### src/rtl/ifetch_ctrl.sv
// Instruction-fetch sequencer: drives PC/MAR/memory/MDR/IR strobes for WORDS
// instruction words per request, with bounded MFC wait and error reporting.
module ifetch_ctrl #(
    parameter int WORDS       = 1,
    parameter int SETUP_CYC   = 2,
    parameter int MFC_TIMEOUT = 15
) (
    input  logic       clk,
    input  logic       rst,
    input  logic       start,
    input  logic       done,
    input  logic       MFC,
    output logic       PC_Out,
    output logic       MAR_EN,
    output logic       mem_EN,
    output logic       mem_RW,
    output logic       MDR_EN_read,
    output logic       MDR_out,
    output logic       IR_EN,
    output logic       PC_INC,
    output logic [2:0] ir_word_sel,
    output logic       busy,
    output logic       fetch_done,
    output logic       err,
    output logic [3:0] state_dbg
);

    // Handshake: start is a level request honoured only in IDLE, DONE or ERR;
    // fetch_done is a one-cycle completion pulse; done aborts from any state.

    typedef enum logic [3:0] {
        S_IDLE, S_ADDR, S_REQ, S_WAIT, S_LATCH, S_XFER, S_LOAD, S_DONE, S_ERR
    } state_t;

    state_t     state, nxt_state;
    logic [2:0] word, nxt_word;
    logic [3:0] setup_cnt, nxt_setup;
    logic [7:0] wait_cnt, nxt_wait;

    assign state_dbg = state;

    always_comb begin
        nxt_state = state;
        nxt_word  = word;
        nxt_setup = setup_cnt;
        nxt_wait  = wait_cnt;
        if (done) begin
            nxt_state = S_IDLE;
            nxt_word  = '0;
            nxt_setup = '0;
            nxt_wait  = '0;
        end else begin
            case (state)
                S_IDLE, S_DONE, S_ERR: begin
                    if (start) begin
                        nxt_state = S_ADDR;
                        nxt_word  = '0;
                        nxt_setup = '0;
                    end else if (state == S_DONE) begin
                        nxt_state = S_IDLE;
                        nxt_word  = '0;
                    end
                end
                S_ADDR: begin
                    if (setup_cnt == 4'(SETUP_CYC - 1)) begin
                        nxt_state = S_REQ;
                        nxt_setup = '0;
                    end else begin
                        nxt_setup = setup_cnt + 4'd1;
                    end
                end
                S_REQ: begin
                    nxt_state = S_WAIT;
                    nxt_wait  = '0;
                end
                S_WAIT: begin
                    // MFC on the timeout edge still wins over the error path
                    if (MFC) begin
                        nxt_state = S_LATCH;
                    end else if (wait_cnt == 8'(MFC_TIMEOUT - 1)) begin
                        nxt_state = S_ERR;
                    end else begin
                        nxt_wait = wait_cnt + 8'd1;
                    end
                end
                S_LATCH: nxt_state = S_XFER;
                S_XFER:  nxt_state = S_LOAD;
                S_LOAD: begin
                    if (word == 3'(WORDS - 1)) begin
                        nxt_state = S_DONE;
                    end else begin
                        nxt_state = S_ADDR;
                        nxt_word  = word + 3'd1;
                        nxt_setup = '0;
                    end
                end
                default: begin
                    nxt_state = S_IDLE;
                    nxt_word  = '0;
                end
            endcase
        end
    end

    // Outputs are decoded from the next state and registered with it, so they
    // always match the state register without any input-to-output path.
    always_ff @(posedge clk or negedge rst) begin
        if (!rst) begin
            state       <= S_IDLE;
            word        <= '0;
            setup_cnt   <= '0;
            wait_cnt    <= '0;
            PC_Out      <= 1'b0;
            MAR_EN      <= 1'b0;
            mem_EN      <= 1'b0;
            mem_RW      <= 1'b0;
            MDR_EN_read <= 1'b0;
            MDR_out     <= 1'b0;
            IR_EN       <= 1'b0;
            PC_INC      <= 1'b0;
            ir_word_sel <= '0;
            busy        <= 1'b0;
            fetch_done  <= 1'b0;
            err         <= 1'b0;
        end else begin
            state       <= nxt_state;
            word        <= nxt_word;
            setup_cnt   <= nxt_setup;
            wait_cnt    <= nxt_wait;
            PC_Out      <= (nxt_state == S_ADDR);
            MAR_EN      <= (nxt_state == S_ADDR) && (nxt_setup == 4'(SETUP_CYC - 1));
            mem_EN      <= nxt_state inside {S_REQ, S_WAIT, S_LATCH};
            mem_RW      <= nxt_state inside {S_WAIT, S_LATCH, S_XFER, S_LOAD};
            MDR_EN_read <= (nxt_state == S_LATCH);
            MDR_out     <= nxt_state inside {S_XFER, S_LOAD};
            IR_EN       <= (nxt_state == S_LOAD);
            PC_INC      <= (nxt_state == S_LOAD);
            ir_word_sel <= (nxt_state == S_IDLE) ? 3'd0 : nxt_word;
            busy        <= !(nxt_state inside {S_IDLE, S_DONE, S_ERR});
            fetch_done  <= (nxt_state == S_DONE);
            err         <= (nxt_state == S_ERR);
        end
    end

endmodule

### config.mk
export PLATFORM = sky130hd
export DESIGN_NAME = ifetch_ctrl
export DESIGN_NICKNAME = d
export VERILOG_FILES = /design/src/rtl/ifetch_ctrl.sv
export SDC_FILE = /design/constraint.sdc
export NUM_CORES = 1
export LEC_CHECK = 0
export BUFFER_PORTS_ARGS = -buffer_cell sky130_fd_sc_hd__buf_4
export CORE_ASPECT_RATIO = 0.6
export CORE_MARGIN = 1
export CORE_UTILIZATION = 50
export CTS_CLUSTER_SIZE = 40
export DETAILED_ROUTE_END_ITERATION = 10
export PLACE_DENSITY = 0.73
export SLEW_MARGIN = 40
export SYNTH_ARGS = -nofsm -noshare
export SYNTH_HDL_FRONTEND = slang
export SYNTH_SLANG_ARGS = --single-unit
### constraint.sdc
create_clock -name clk -period 3 [get_ports clk]
set_input_delay 0.75 -clock clk [delete_from_list [all_inputs] [get_ports clk]]
set_output_delay 0.75 -clock clk [all_outputs]
set_load 0.02 [all_outputs]
Word level (Yosys, flattened, before mapping)
Cells that the tools add are included.
{ "totals": {"word_cells": 75, "inputBits": 5, "out_inout_bits": 18, "reg_bits": 32} }
{ "classes": {"n_mux": 23, "n_reduce_logical": 13, "n_eq_ne": 21, "n_addsub": 3} }
{ "ops": {"columns": ["cell", "n"], "rows": [
  ["4-bit two-way mux", 10],
  ["4-bit by 3-bit == test with 1-bit output, second input constant", 8],
  ["4-bit case mux with 7 select lines", 1],
  ["8-bit two-way mux", 3],
  ["3-bit two-way mux", 6],
  ["4-bit by 1-bit == test with 1-bit output, second input constant", 4],
  ["4-bit by 2-bit == test with 1-bit output, second input constant", 4],
  ["8-bit case mux with 2 select lines", 1],
  ["4-bit case mux with 3 select lines", 1],
  ["3-bit case mux with 3 select lines", 1],
  ["3-bit nonzero test", 3],
  ["8-bit by 1-bit adder with 8-bit output, second input constant", 1],
  ["4-bit == test, second input constant", 2],
  ["8-bit by 4-bit == test with 1-bit output, second input constant", 1],
  ["4-bit zero test", 2],
  ["3-bit != test, second input constant", 2],
  ["5-bit OR reduction", 1],
  ["4-bit by 1-bit adder with 4-bit output, second input constant", 1],
  ["4-bit nonzero test", 1],
  ["3-bit by 1-bit adder with 3-bit output, second input constant", 1],
  ["3-bit zero test", 1],
  ["3-bit AND reduction", 1],
  ["3-bit OR reduction", 1],
  ["2-bit nonzero test", 1],
  ["2 further kinds", 2]
]} }

Depth between registers and ports, before layout
Gate-level depths: netlist of run 1.
{ "depth": {"ltp_word": 8, "depth_mapped": 8, "depth_no_buf": 7} }

Worst setup path before layout of run 1
Ideal clock, no wire load.
{ "synth_timing": {"path_kind": "flip-flop to flip-flop", "from": "reg state[2] (netlist: state_dbg[2])", "to": "reg MAR_EN", "setup_ps": 95, "stages_incl_launch_ff": 7, "setup_slack_ps": 739, "t_arrival_ps": 2166, "n_path_buf": 1, "cell_sequence": "dfrtp_1 > buf_2 > or4b_4 > o22ai_4 > o21bai_2 > or4_4 > nor4b_2"} }
{ "synth_between": {"elab_chain_len": 7} }
{ "synth_lines": {"columns": ["element", "line_no", "source"], "rows": [
  ["start: declaration", "35", "state_t state, nxt_state;"],
  ["start signal: assignment", "126", "state <= nxt_state;"],
  ["4-bit by 3-bit == test with 1-bit output", "53, 59", null],
  ["4-bit two-way mux", "59", "end else if (state == S_DONE) begin"],
  ["4-bit two-way mux", "55", "if (start) begin"],
  ["4-bit case mux with 7 select lines", "53", "case (state)"],
  ["4-bit two-way mux", "47", "if (done) begin"],
  ["4-bit by 1-bit == test with 1-bit output", "131", "MAR_EN <= (nxt_state == S_ADDR) && (nxt_setup == 4'(SETUP_CYC - 1));"],
  ["1-bit logical AND *", "131", null],
  ["end signal: assignment", "131", null],
  ["end: declaration", "14", "output logic MAR_EN,"]
]} }
Mark *: on every way between the ends. The rest lies on a longest branch, timed or not.
A chain may end at the register's enable or synchronous reset.

Worst setup path after layout of run 1
{ "layout_timing": {"from": "reg state[1] (netlist: state_dbg[1])", "to": "reg MAR_EN"} }
The elaborated chain is that of the path after synthesis.

==> run metrics, run 1 <==
Unique masters post-synth=52; global placement routability congestion=0.8703; Die W=79.15 um; Antenna Nets Post-Route=0; Crit Path Class=flip-flop to flip-flop; Nets=222; CTS H-tree depth=2; fmax=404.5 MHz; CTS clk-pin slew, worst paths=0.06 ns; Setup Skew=0.002831 ns; Min-Delay Path Class=input port to asynchronous set/reset pin; Final setup viols=0; Core Area=3323 um^2; area grow syn2layout=15.84%; Die Y-Extent=48.29 um; Yosys warning count=0; Pre-antenna DRT Iters=4; drt drc=0; area of the die=3822 um^2; Mapped Cells=189; Crit. End Element=flip-flop; vias in the first global route=1418; CTS tree=yes; P per Cell Area=467.6 nW/um^2; fin crit period=2.472 ns; Critical Path Source Type=flip-flop; #FFs+latches synth=32; post-CTS setup buffers=0; Final Non-Filler Cells=257; Top FF cell, synth=dfrtp_1; Row Count=16; Static Leak=0.0009447 uW; relative slew slack=47.26%; CTS buffer count=5; Filler cells=296; Net Count, Synth=200; Synth Cell Area=1785 um^2; Final Core Density=62.24%; VDD IR max=304.4 uV; # clock sinks=32; RSZ-0062 raised after global routing=no; CP max FO=16; Yosys top cell area share=44.85%; Vias per Instance=6.093; routed wire length=4.202 mm; Vias=1566; post-layout instance area=2068 um^2; WL per Instance=16.35 um; initial antenna violation count=0; largest net degree at the start of global routing=33; WP data arrival=2.65 ns; Placement Cell Area=1973 um^2; Synth Area per Inst=9.447 um^2; cell taking the most area after synthesis=dfrtp_1; Port Buffer Count=22; Synth async-reset ratio=100.0%; DP HPWL=2.999 mm; Initial Util=53.73%; Inst Count DP=249; Final Max Tran Viols=0; Clock Tree Buf Depth=2; Max Cap Violations=0; CTS Hold Bufs=0; setup TNS=0 ns; initial DRC count=227; number of synthesized flops with an enable pin=0; post-cts resize count=0; GRT overflow=0; final hold slack=0.4000 ns; first-pass GRT wire length=6.810 mm; post-synthesis sequential area ratio=44.85%; status=finished clean; GRT Overall Usage=24.42%; Synth area leaders=dfrtp_1 45%, a21oi_1 6.4%, ha_1 4.2%; num ports=23; Hold Vio Cnt, Final=0; Worst Max-Slew Pin Slew=0.7804 ns; share of cells above drive strength 1=19.34%; WP data required=3.18 ns; diodes inserted=0; clock insertion delay at the later pin of the skew report=0.28 ns; CTS Root Cell=clkbuf_8; fin crit share=82.41%
[kinds of logic (layout without fill, tap and decap cells)]
family          count (synthesis)  in the layout  synth area share, %
buf+inv                        19             42                5.045
fa+ha+maj                       6              6                4.205
compound gates                 56             56                20.60
simple gates                   76             76                25.30
flops                          32             32                44.85
[through the flow]
step | total power (uW) | worst slack, ns
2_1_floorplan | 579.1 | 0.7391
3_3_place_gp | 627.9 | 0.6934
3_5_place_dp | 634.4 | 0.5760
4_1_cts | 971.6 | 0.5460
5_1_grt | 1011 | 0.4352
6_report | 967.0 | 0.5278
[cells in the mapped netlist, drive strengths merged (2+ instances only)]
library cell,n
a21o,2
a21oi,23
a31oi,5
and2,6
buf,6
clkbuf,4
dfrtp,32
ha,6
inv,9
nand2,13
nand3,3
nand4,3
nor2,13
nor2b,4
nor3,6
nor3b,3
nor4,2
nor4b,2
o211ai,2
o21a,3
o21ai,7
o31ai,3
or3,6
or4,3
or4b,2
[layer usage]
| metal | wire length (um) | track usage [%] | vias to the layer above |
|---|---|---|---|
| met5 | 0 | 0 | - |
| met4 | 31 | 9.455 | 0 |
| met1 | 2032 | 33.53 | 760 |
| li1 | - | - | 737 |
| met2 | 1829 | 37.24 | 62 |
| met3 | 308 | 7.290 | 7 |
[flip-flops by register name (all words and copies together), names as in the netlist]
name,cells
state_dbg,4
PC_INC,1
MAR_EN,1
MDR_out,1
busy,1
fetch_done,1
err,1
word,3
wait_cnt,8
mem_RW,1
mem_EN,1
setup_cnt,4
PC_Out,1
MDR_EN_read,1
ir_word_sel,3
[area by class of cell]
| type | count | area, um^2 | share of cell area [%] |
|---|---|---|---|
| Sequential cell | 32 | 800.8 | 38.72 |
| Multi-Input combinational cell | 138 | 899.6 | 43.50 |
| Clock buffer | 8 | 90.09 | 4.356 |
| Inverter | 9 | 33.78 | 1.633 |
| Timing Repair Buffer | 25 | 187.7 | 9.074 |
| Tap cell | 45 | 56.30 | 2.722 |
[critical path, cell delays in order, from the launching register on]
cell,delay [ns]
dfrtp_1,0.54
or3_1,0.45
a21o_1,0.31
a211o_1,0.31
or4_4,0.52
nor4b_2,0.23
[report_power, final]
part / total [uW] / switching (uW) / internal, uW
Combinational: 173 / 105 / 67.8
Sequential: 459 / 16.0 / 443
Clock: 335 / 148 / 187
[worst paths after layout]
path	from	end	slack, ns	cells after the start
setup / recovery	state_dbg[1]	MAR_EN	0.53	5
hold / removal	rst	setup_cnt[1]	0.40	1
setup reg to reg	state_dbg[1]	MAR_EN	0.53	5
hold reg to reg	word[0]	word[0]	0.55	1
max in group asynchronous	rst	fetch_done	2.31	1
min in group clk	word[0]	word[0]	0.55	1
[layout by cell type (no fill, tap or decap), types with 2 or more instances in the layout]
cell type  instances
o31ai_1            3
buf_4             25
a31oi_1            5
a21oi_1           23
nand4_1            3
a21o_1             2
nor4_1             2
o21ai_0            7
or4_1              2
o211ai_1           2
nor2b_1            4
or3_1              6
nand2_1           13
nand3_1            3
nor2_1            13
and2_1             5
clkbuf_1           2
o21a_1             3
clkbuf_8           6
nor3b_1            2
dfrtp_1           32
inv_1              9
ha_1               6
nor3_1             6
Power figures use the tool's default switching activity.
==> run 2, diff against run 1 <==
==> constraint.sdc (replaced) <==
create_clock -name clk -period 2.45 [get_ports clk]
set_input_delay 0.6125 -clock clk [delete_from_list [all_inputs] [get_ports clk]]
set_output_delay 0.6125 -clock clk [all_outputs]
set_load 0.02 [all_outputs]
==> run 2 against run 1 <==
Effect of this change: final area is 3.4% higher; cell count is 3.5% higher; routed wire length grew 0.48%; worst setup slack lost 0.26 ns; sequential cell count unchanged; highest routed layer unchanged; clock power grew 25%; largest power group unchanged; global-route usage is 0.53 points higher; first-iteration DRC count is 2.6% lower; sequential share of layout area decreased by 1.3 points; critical path type unchanged; non-clock buffer count increased by 9; core utilization is 2.1 points higher.
==> run metrics, run 2 (synthesis gave the netlist of run 1 again) <==
diodes inserted=0 (unchanged); fmax=459.0 MHz (+13%); Hold Vio Cnt, Final=0 (unchanged); Pre-antenna DRT Iters=4 (unchanged); Final Max Tran Viols=0 (unchanged); fin crit period=2.179 ns (-0.2935 ns); CP max FO=7 (-9); share of cells above drive strength 1=23.53% (+4.2 points); global placement routability congestion=0.9634 (+11%); GRT Overall Usage=24.95% (+0.53 points); DP HPWL=3.165 mm (+5.5%); Antenna Nets Post-Route=0 (unchanged); Nets=231 (+4.1%); drt drc=0 (unchanged); VDD IR max=417.0 uV (+37%); clock insertion delay at the later pin of the skew report=0.28 ns (about the same); WP data arrival=2.37 ns (-0.28 ns); post-layout instance area=2138 um^2 (+3.4%); Power Total=1197 uW (+24%); Placement Cell Area=2041 um^2 (+3.4%); Max Cap Violations=0 (unchanged); Initial Util=53.73% (unchanged); most frequent cells in the layout=34 x buf_4, 32 x dfrtp_1, 23 x a21oi_1; Setup Skew=0.003409 ns (+0.0005783 ns); area grow syn2layout=19.76%; setup TNS=0 ns (unchanged); Clock Tree Buf Depth=2 (unchanged); Static Leak=0.0009944 uW (+5.3%); CP max stage delay=0.53 ns (about the same); post-CTS setup buffers=0 (unchanged); area of the die=3822 um^2 (unchanged); routed wire length=4.222 mm (+0.48%); CTS Root Cell=clkbuf_8; largest net degree at the start of global routing=33 (unchanged); GRT overflow=0 (unchanged); status=finished clean; initial DRC count=221 (-2.6%); Die Y-Extent=48.29 um (unchanged); Final setup viols=0 (unchanged); Setup WS pre-CTS=0.08687 ns (-0.4891 ns); fin crit share=88.93% (+6.5 points); initial antenna violation count=0 (unchanged); Vias=1581 (+0.96%); WL per Instance=15.87 um (-2.9%); vias in the first global route=1373 (-3.2%); Die W=79.15 um (unchanged); Core Area=3323 um^2 (unchanged); most common cell after layout, fill and taps aside=buf_4; RSZ-0062 raised after global routing=no; Largest Register=wait_cnt; crit-path cells=or3_1, a21o_1, a211o_1, or4_4, nor4b_2; CTS buffer count=5 (unchanged); slowest cell on the critical path=or4_4; Row Count=16 (unchanged); CTS clk-pin slew, worst paths=0.07 ns (about the same); setup slack, reg-to-reg=0.27 ns (-0.26 ns); Vias per Instance=5.944 (-2.5%); first-pass GRT wire length=6.879 mm (+1.0%); WP data required=2.65 ns (-0.53 ns); num ports=23 (unchanged); max FFs per register=8 (unchanged); Final WS setup=0.2713 ns (-0.2565 ns); Port Buffer Count=22 (unchanged); Critical Path Source Type=flip-flop; relative slew slack=61.39% (+14 points); Top delay family on crit path=simple AND/OR/NAND/NOR gates; CTS tree=yes; P per Cell Area=559.9 nW/um^2 (+20%); Crit path buffers/inverters=0 (unchanged); Worst Max-Slew Pin Slew=0.5766 ns (-0.2038 ns); CTS H-tree depth=2 (unchanged); Crit. End Element=flip-flop; Min-Delay Path Class=input port to asynchronous set/reset pin; # clock sinks=32 (unchanged); Filler cells=285 (-3.7%); Crit Path Class=flip-flop to flip-flop
[run 2: changes by cell type in the layout (fill, tap and decap cells not counted), sizes merged]
cell	previous run	this run
clkinv	0	2
clkbuf	8	6
buf	25	34
[run 2: metrics by stage]
step                      cells  hold WS (ns)  util [%]
after CTS                   266        0.2708     64.19
after floorplan             189        0.3169         -
after global routing        266        0.2650     64.34
final                       266        0.2512     64.34
after global placement      258        0.5192     61.41
after detailed placement    258        0.5313     61.41
[run 2: cell type report]
cell class              count  area, um^2  area share (%)
repair buffers             34       255.2           11.94
multi-input cells         138       899.6           42.07
clock buffers               6       82.58           3.862
flip-flops and latches     32       800.8           37.45
clock inverters             2       10.01          0.4681
well taps                  45       56.30           2.633
inverters                   9       33.78           1.580
[run 2: metal layers]
layer,vias to the layer above,share of wire [%],track usage [%]
met5,-,0,0
met4,0,0.57,5.091
met3,4,7.8,8.972
met2,70,42,35.17
met1,755,50,36.73
li1,752,-,-
[run 2: worst reg2reg max path, cell delays in order (launching register included)]
cell and delay, ns:
dfrtp_1 0.44, or3_1 0.42, a21o_1 0.21, a211o_1 0.28, or4_4 0.53, nor4b_2 0.21
[run 2: final timing paths]
check / start / end / cells after the start
max in group asynchronous: rst / wait_cnt[2] / 1
min in group clk: word[0] / word[0] / 1
hold / removal: rst / busy / 1
setup reg to reg: state_dbg[1] / MAR_EN / 5
setup / recovery: state_dbg[1] / MAR_EN / 5
hold reg to reg: word[0] / word[0] / 1
[run 2: timing repair]
action                     CTS  global route
hold buffers                 0             0
resized for setup            0             1
setup endpoints to repair    0             1
[run 2: where the power goes]
part	switching [uW]	internal, uW	total (uW)	leakage [uW]
registers	14.0	542	556	0.000443
clock network	194	224	418	0.0000510
logic	133	89.9	223	0.000500
